**config.mk**
```make
export PLATFORM = sky130hd
export DESIGN_NAME = sine_angle_gen
export DESIGN_NICKNAME = d
export VERILOG_FILES = /design/src/rtl/sine_pkg.sv /design/src/rtl/ce_prescaler.sv /design/src/rtl/sine_angle_gen.sv
export SDC_FILE = /design/constraint.sdc
export NUM_CORES = 1
export LEC_CHECK = 0
export ABC_AREA = 1
export CORE_MARGIN = 8
export CORE_UTILIZATION = 40
export CTS_CLUSTER_DIAMETER = 30
export DETAILED_ROUTE_END_ITERATION = 10
export SLEW_MARGIN = 30
export SYNTH_ARGS = -nofsm -noshare
export SYNTH_HDL_FRONTEND = slang
export SYNTH_SLANG_ARGS = --single-unit
```
**constraint.sdc**
```tcl
create_clock -name CLK -period 6.35 [get_ports CLK]
set_clock_uncertainty 0.2 [all_clocks]
set_input_delay 0.635 -clock CLK [delete_from_list [all_inputs] [get_ports CLK]]
set_output_delay 0.635 -clock CLK [all_outputs]
set_load 0.1 [all_outputs]
```
**src/rtl/sine_pkg.sv**
```systemverilog
// Shared constants and FSM encoding for the sine angle generator.
package sine_pkg;

  localparam int unsigned ANGLE_MAX   = 360;
  localparam int unsigned ANGLE_W_DEF = 9;
  localparam int unsigned DIV_W_DEF   = 16;

  typedef enum logic {
    IDLE = 1'b0,
    RUN  = 1'b1
  } state_t;

endpackage

```
**src/rtl/ce_prescaler.sv**
```systemverilog
// Sample-rate divider: counts 0..DIV and flags the terminal count while not cleared.
module ce_prescaler
  import sine_pkg::*;
#(
  parameter int unsigned DIV_W = DIV_W_DEF
) (
  input  logic             CLK,
  input  logic             RST,
  input  logic             clear,
  input  logic [DIV_W-1:0] DIV,
  output logic             tick
);

  logic [DIV_W-1:0] cnt;

  always_ff @(posedge CLK) begin
    if (RST || clear) begin
      cnt <= '0;
    end else if (cnt == DIV) begin
      cnt <= '0;
    end else begin
      cnt <= cnt + DIV_W'(1);
    end
  end

  assign tick = !clear && (cnt == DIV);

endmodule

```
**src/rtl/sine_angle_gen.sv**
```systemverilog
// Angle sweep generator: steps W through 0..359 degrees at a divided rate,
// strobing CE for each new angle and WRAP on each 360-degree crossing.
module sine_angle_gen
  import sine_pkg::*;
#(
  parameter int unsigned ANGLE_W = ANGLE_W_DEF,
  parameter int unsigned DIV_W   = DIV_W_DEF
) (
  input  logic               CLK,
  input  logic               RST,
  input  logic               START,
  input  logic               STOP,
  input  logic               ONESHOT,
  input  logic [ANGLE_W-1:0] STEP,
  input  logic [DIV_W-1:0]   DIV,
  output logic [ANGLE_W-1:0] W,
  output logic               CE,
  output logic               BUSY,
  output logic               WRAP,
  output logic               ERR
);

  localparam logic [ANGLE_W:0] MAX_W = (ANGLE_W+1)'(ANGLE_MAX);

  state_t             state, state_nxt;
  logic [ANGLE_W-1:0] step_q;
  logic [DIV_W-1:0]   div_q;
  logic               oneshot_q;
  logic [ANGLE_W-1:0] w_nxt;
  logic               ce_nxt, wrap_nxt, err_nxt, latch;
  logic [ANGLE_W:0]   sum;
  logic               step_ok;
  logic               tick;

  // Held cleared outside RUN so the first RUN cycle always starts at count 0.
  ce_prescaler #(.DIV_W(DIV_W)) u_presc (
    .CLK   (CLK),
    .RST   (RST),
    .clear (state != RUN),
    .DIV   (div_q),
    .tick  (tick)
  );

  assign step_ok = (STEP != '0) && ({1'b0, STEP} < MAX_W);
  assign sum     = {1'b0, W} + {1'b0, step_q};
  assign BUSY    = (state == RUN);

  always_comb begin
    state_nxt = state;
    w_nxt     = W;
    ce_nxt    = 1'b0;
    wrap_nxt  = 1'b0;
    err_nxt   = ERR;
    latch     = 1'b0;
    case (state)
      IDLE: begin
        if (START && !STOP) begin
          if (step_ok) begin
            latch     = 1'b1;
            err_nxt   = 1'b0;
            state_nxt = RUN;
            w_nxt     = '0;
            ce_nxt    = 1'b1;
          end else begin
            err_nxt = 1'b1;
          end
        end
      end
      RUN: begin
        if (STOP) begin
          state_nxt = IDLE;
        end else if (tick) begin
          if (sum >= MAX_W) begin
            wrap_nxt = 1'b1;
            // A oneshot ends on the wrap without publishing the wrapped angle.
            if (oneshot_q) begin
              state_nxt = IDLE;
            end else begin
              w_nxt  = ANGLE_W'(sum - MAX_W);
              ce_nxt = 1'b1;
            end
          end else begin
            w_nxt  = sum[ANGLE_W-1:0];
            ce_nxt = 1'b1;
          end
        end
      end
      default: state_nxt = IDLE;
    endcase
  end

  always_ff @(posedge CLK) begin
    if (RST) begin
      state     <= IDLE;
      W         <= '0;
      CE        <= 1'b0;
      WRAP      <= 1'b0;
      ERR       <= 1'b0;
      step_q    <= '0;
      div_q     <= '0;
      oneshot_q <= 1'b0;
    end else begin
      state <= state_nxt;
      W     <= w_nxt;
      CE    <= ce_nxt;
      WRAP  <= wrap_nxt;
      ERR   <= err_nxt;
      if (latch) begin
        step_q    <= STEP;
        div_q     <= DIV;
        oneshot_q <= ONESHOT;
      end
    end
  end

endmodule

```
==> impl_results.md <==
- RSZ-0062 raised after global routing: no
- Slew Limit Fails: 0
- Simple-Gate Fraction of Synth Area: a little over a third
- Post-layout min period: around 2.9 ns
- Routed vias: 2737
- Post-synthesis compound-gate area fraction: a little over a tenth
- Starting Density: between 40% and 50%
- Postcts setup bufs: 0
- Number of synthesized register bits: 55
- Worst Max-Slew Pin Slew: 0.980 ns
- Rows: 32
- Cts repair resizes: 0
- Pre-antenna DRT Iters: 4
- Final setup viols: 0
- Vias in the first global route: roughly 2500
- Layout cells sized above 1: 8.90%
- Slowest CP cell: clkdlybuf4s50_1
- Fill cells: roughly 790
- Area contributors post-synth: dfxtp_1 36%, nand2_1 16%, a21oi_1 6.3%, nor2_1 5.2%, xnor2_1 4.8%
- Clock tree buffer depth: 2
- Post-Syn Instances: 431
- Post-route ant nets: 0
- Period utilization: 45.9%
- Leakage Power: 0.00146 uW
- Endpoint class of the critical path: output pin
- CP Class: reg -> out
- Synthesized cell area: ~3000 um^2
- P&R area growth vs syn: 19.0%
- CTS buffer count: 5
- Nets: 513
- Clock Latency Late Sink: 0.31 ns
- Clock transition at path regs: 0.10 ns
- Iter 0 DRT Violations: 168
- Die Ht: 104 um
- Top cell type by total area after synthesis: dfxtp_1
- Relative slew margins: 34.4%
- Commonest non-fill, non-tap cell in the layout: nand2_1
- Setup TNS: 0 ns
- Pin count of the biggest net entering global routing: 40
- Crit start category: flop
- GR Layer Usage met3: under 10%
- Most frequent cells in the layout: 132 x nand2_1, 55 x dfxtp_1, 43 x nor2_1
- Highest achievable clock rate: roughly 340 MHz
- Clk sinks: between 50 and 60
- Synth Area in Adders: 5.13%
- Routability cong.: 0.816
- GR Util met2: 20.5%
- Critical Path AT: 2.08 ns
- Area share of the largest cell type after synthesis: around 36%
- # diodes: 0
- DIE AREA: 10800 um^2
- Wirelength per Cell: about 13 um
- Core area: 7610 um^2
- Yosys cell types: 38
- Hold Vio Cnt, Final: 0
- Overall power: 649 uW
- MaxCap Viol Count: 0
- Mux contribution to synthesized area: 0%
- Total of warnings raised by yosys: 0
- Status: finished clean
- CP peak stage delay: 1.22 ns
- TritonCTS clock tree: done
- Hold-fix buffers, CTS: 0
- Hold WC Path Type: reg -> reg
- Core Util, Final: about half
- Cell family with most CP delay: buffers and inverters
- DRT Wirelength: 7.28 mm
- Register area share after synthesis: 35.8%
- WP buf/inv: 1
- Most Crowded Layer GR: met2
- Crit path cell chain: clkdlybuf4s50_1
- Grt ovf: 0
- WP data required: approximately 5.5 ns
- Global-route wire length before repair: around 12 mm
- Placed Cells: approximately 570
- # DRC: 0
- Post-DP HPWL: 5.64 mm
- Initial antenna violation count: 0
- PD cells: 177 nW/um^2
- Non-filler cells, final: 574
- Port bufs: 42
- Syn avg cell area: just over 7 um^2
- I/O pin cnt: 43
- VDD IR-drop max: slightly below 0.1 mV
- Post-synthesis xor/xnor area fraction: 6.27%
- Largest family of logic cells by synthesized area: simple AND/OR/NAND/NOR gates
- Vias per cell: between 4 and 5
- H-tree Lvls: 2
- GR Layer Usage met1: 18.3%
- Max FO, Critical Path: 9
- Root Buffer: clkbuf_8
- Net count after synthesis: 473
- Die Width: 104 um
- GRT Total Usage: 13.4%
## state kept, by name (all words and copies together), names as in the netlist
name and count:
W 9, step_q 9, div_q 16, ERR 1, BUSY 1, CE 1
oneshot_q 1, u_presc.cnt 16, WRAP 1
## area by class of cell
type                       count  area (um^2)  share of cell area, %
multi-input combinational    328         1770                   48.3
clock inverter                 3         18.8                  0.513
clock buffer                   5         68.8                   1.88
timing repair buffer          44          435                   11.9
inverter                      37          139                   3.79
tap                          102          128                   3.49
sequential                    55         1100                   30.1
## per-layer routing
metal / wire, um / part of all wire [%] / up-vias
met5: 0 / 0 / -
met4: 99 / 1.4 / 0
met3: 316 / 4.3 / 8
met2: 3230 / 44 / 49
met1: 3630 / 50 / 1223
li1: - / - / 1457
## cells in the mapped netlist, drive strengths merged
library cell and instances:
fa 1, dfxtp 55, nand3 19, nor2 47, nand4 11, nand3b 5
o21ai 6, o21bai 1, nor3 6, a21oi 43, or2 5, inv 35
xor2 5, clkinv 2, xnor2 17, buf 6, nor3b 1, clkbuf 4
a21boi 6, nand2 144, ha 11, dlygate4sd3 1
## cells by family after synthesis
kind of cell    after synthesis
flops                        55
buf+inv                      48
fa+ha+maj                    12
xor+xnor                     22
compound gates               56
simple gates                238
## stage by stage
stage	hold slack, ns	cell area, um^2	worst slack, ns
floorplan	0.241	3080	3.39
global placement	0.235	3570	3.29
detailed placement	0.240	3570	3.19
CTS	0.260	3660	3.42
global route	0.292	3660	3.30
finish	0.251	3660	3.44
## path summary, 6_finish.rpt
path / end / start / cells after the start / slack [ns]
setup / recovery: BUSY / BUSY / 1 / 3.44
hold reg to reg: ERR / ERR / 2 / 0.25
hold / removal: ERR / ERR / 2 / 0.25
setup reg to reg: W[8] / W[0] / 15 / 3.65
## where the power goes
group | internal (uW) | switching (uW)
clock | 78.0 | 119
sequential | 353 | 6.92
combinational | 38.2 | 52.6
(Power assumes the default switching activity.)
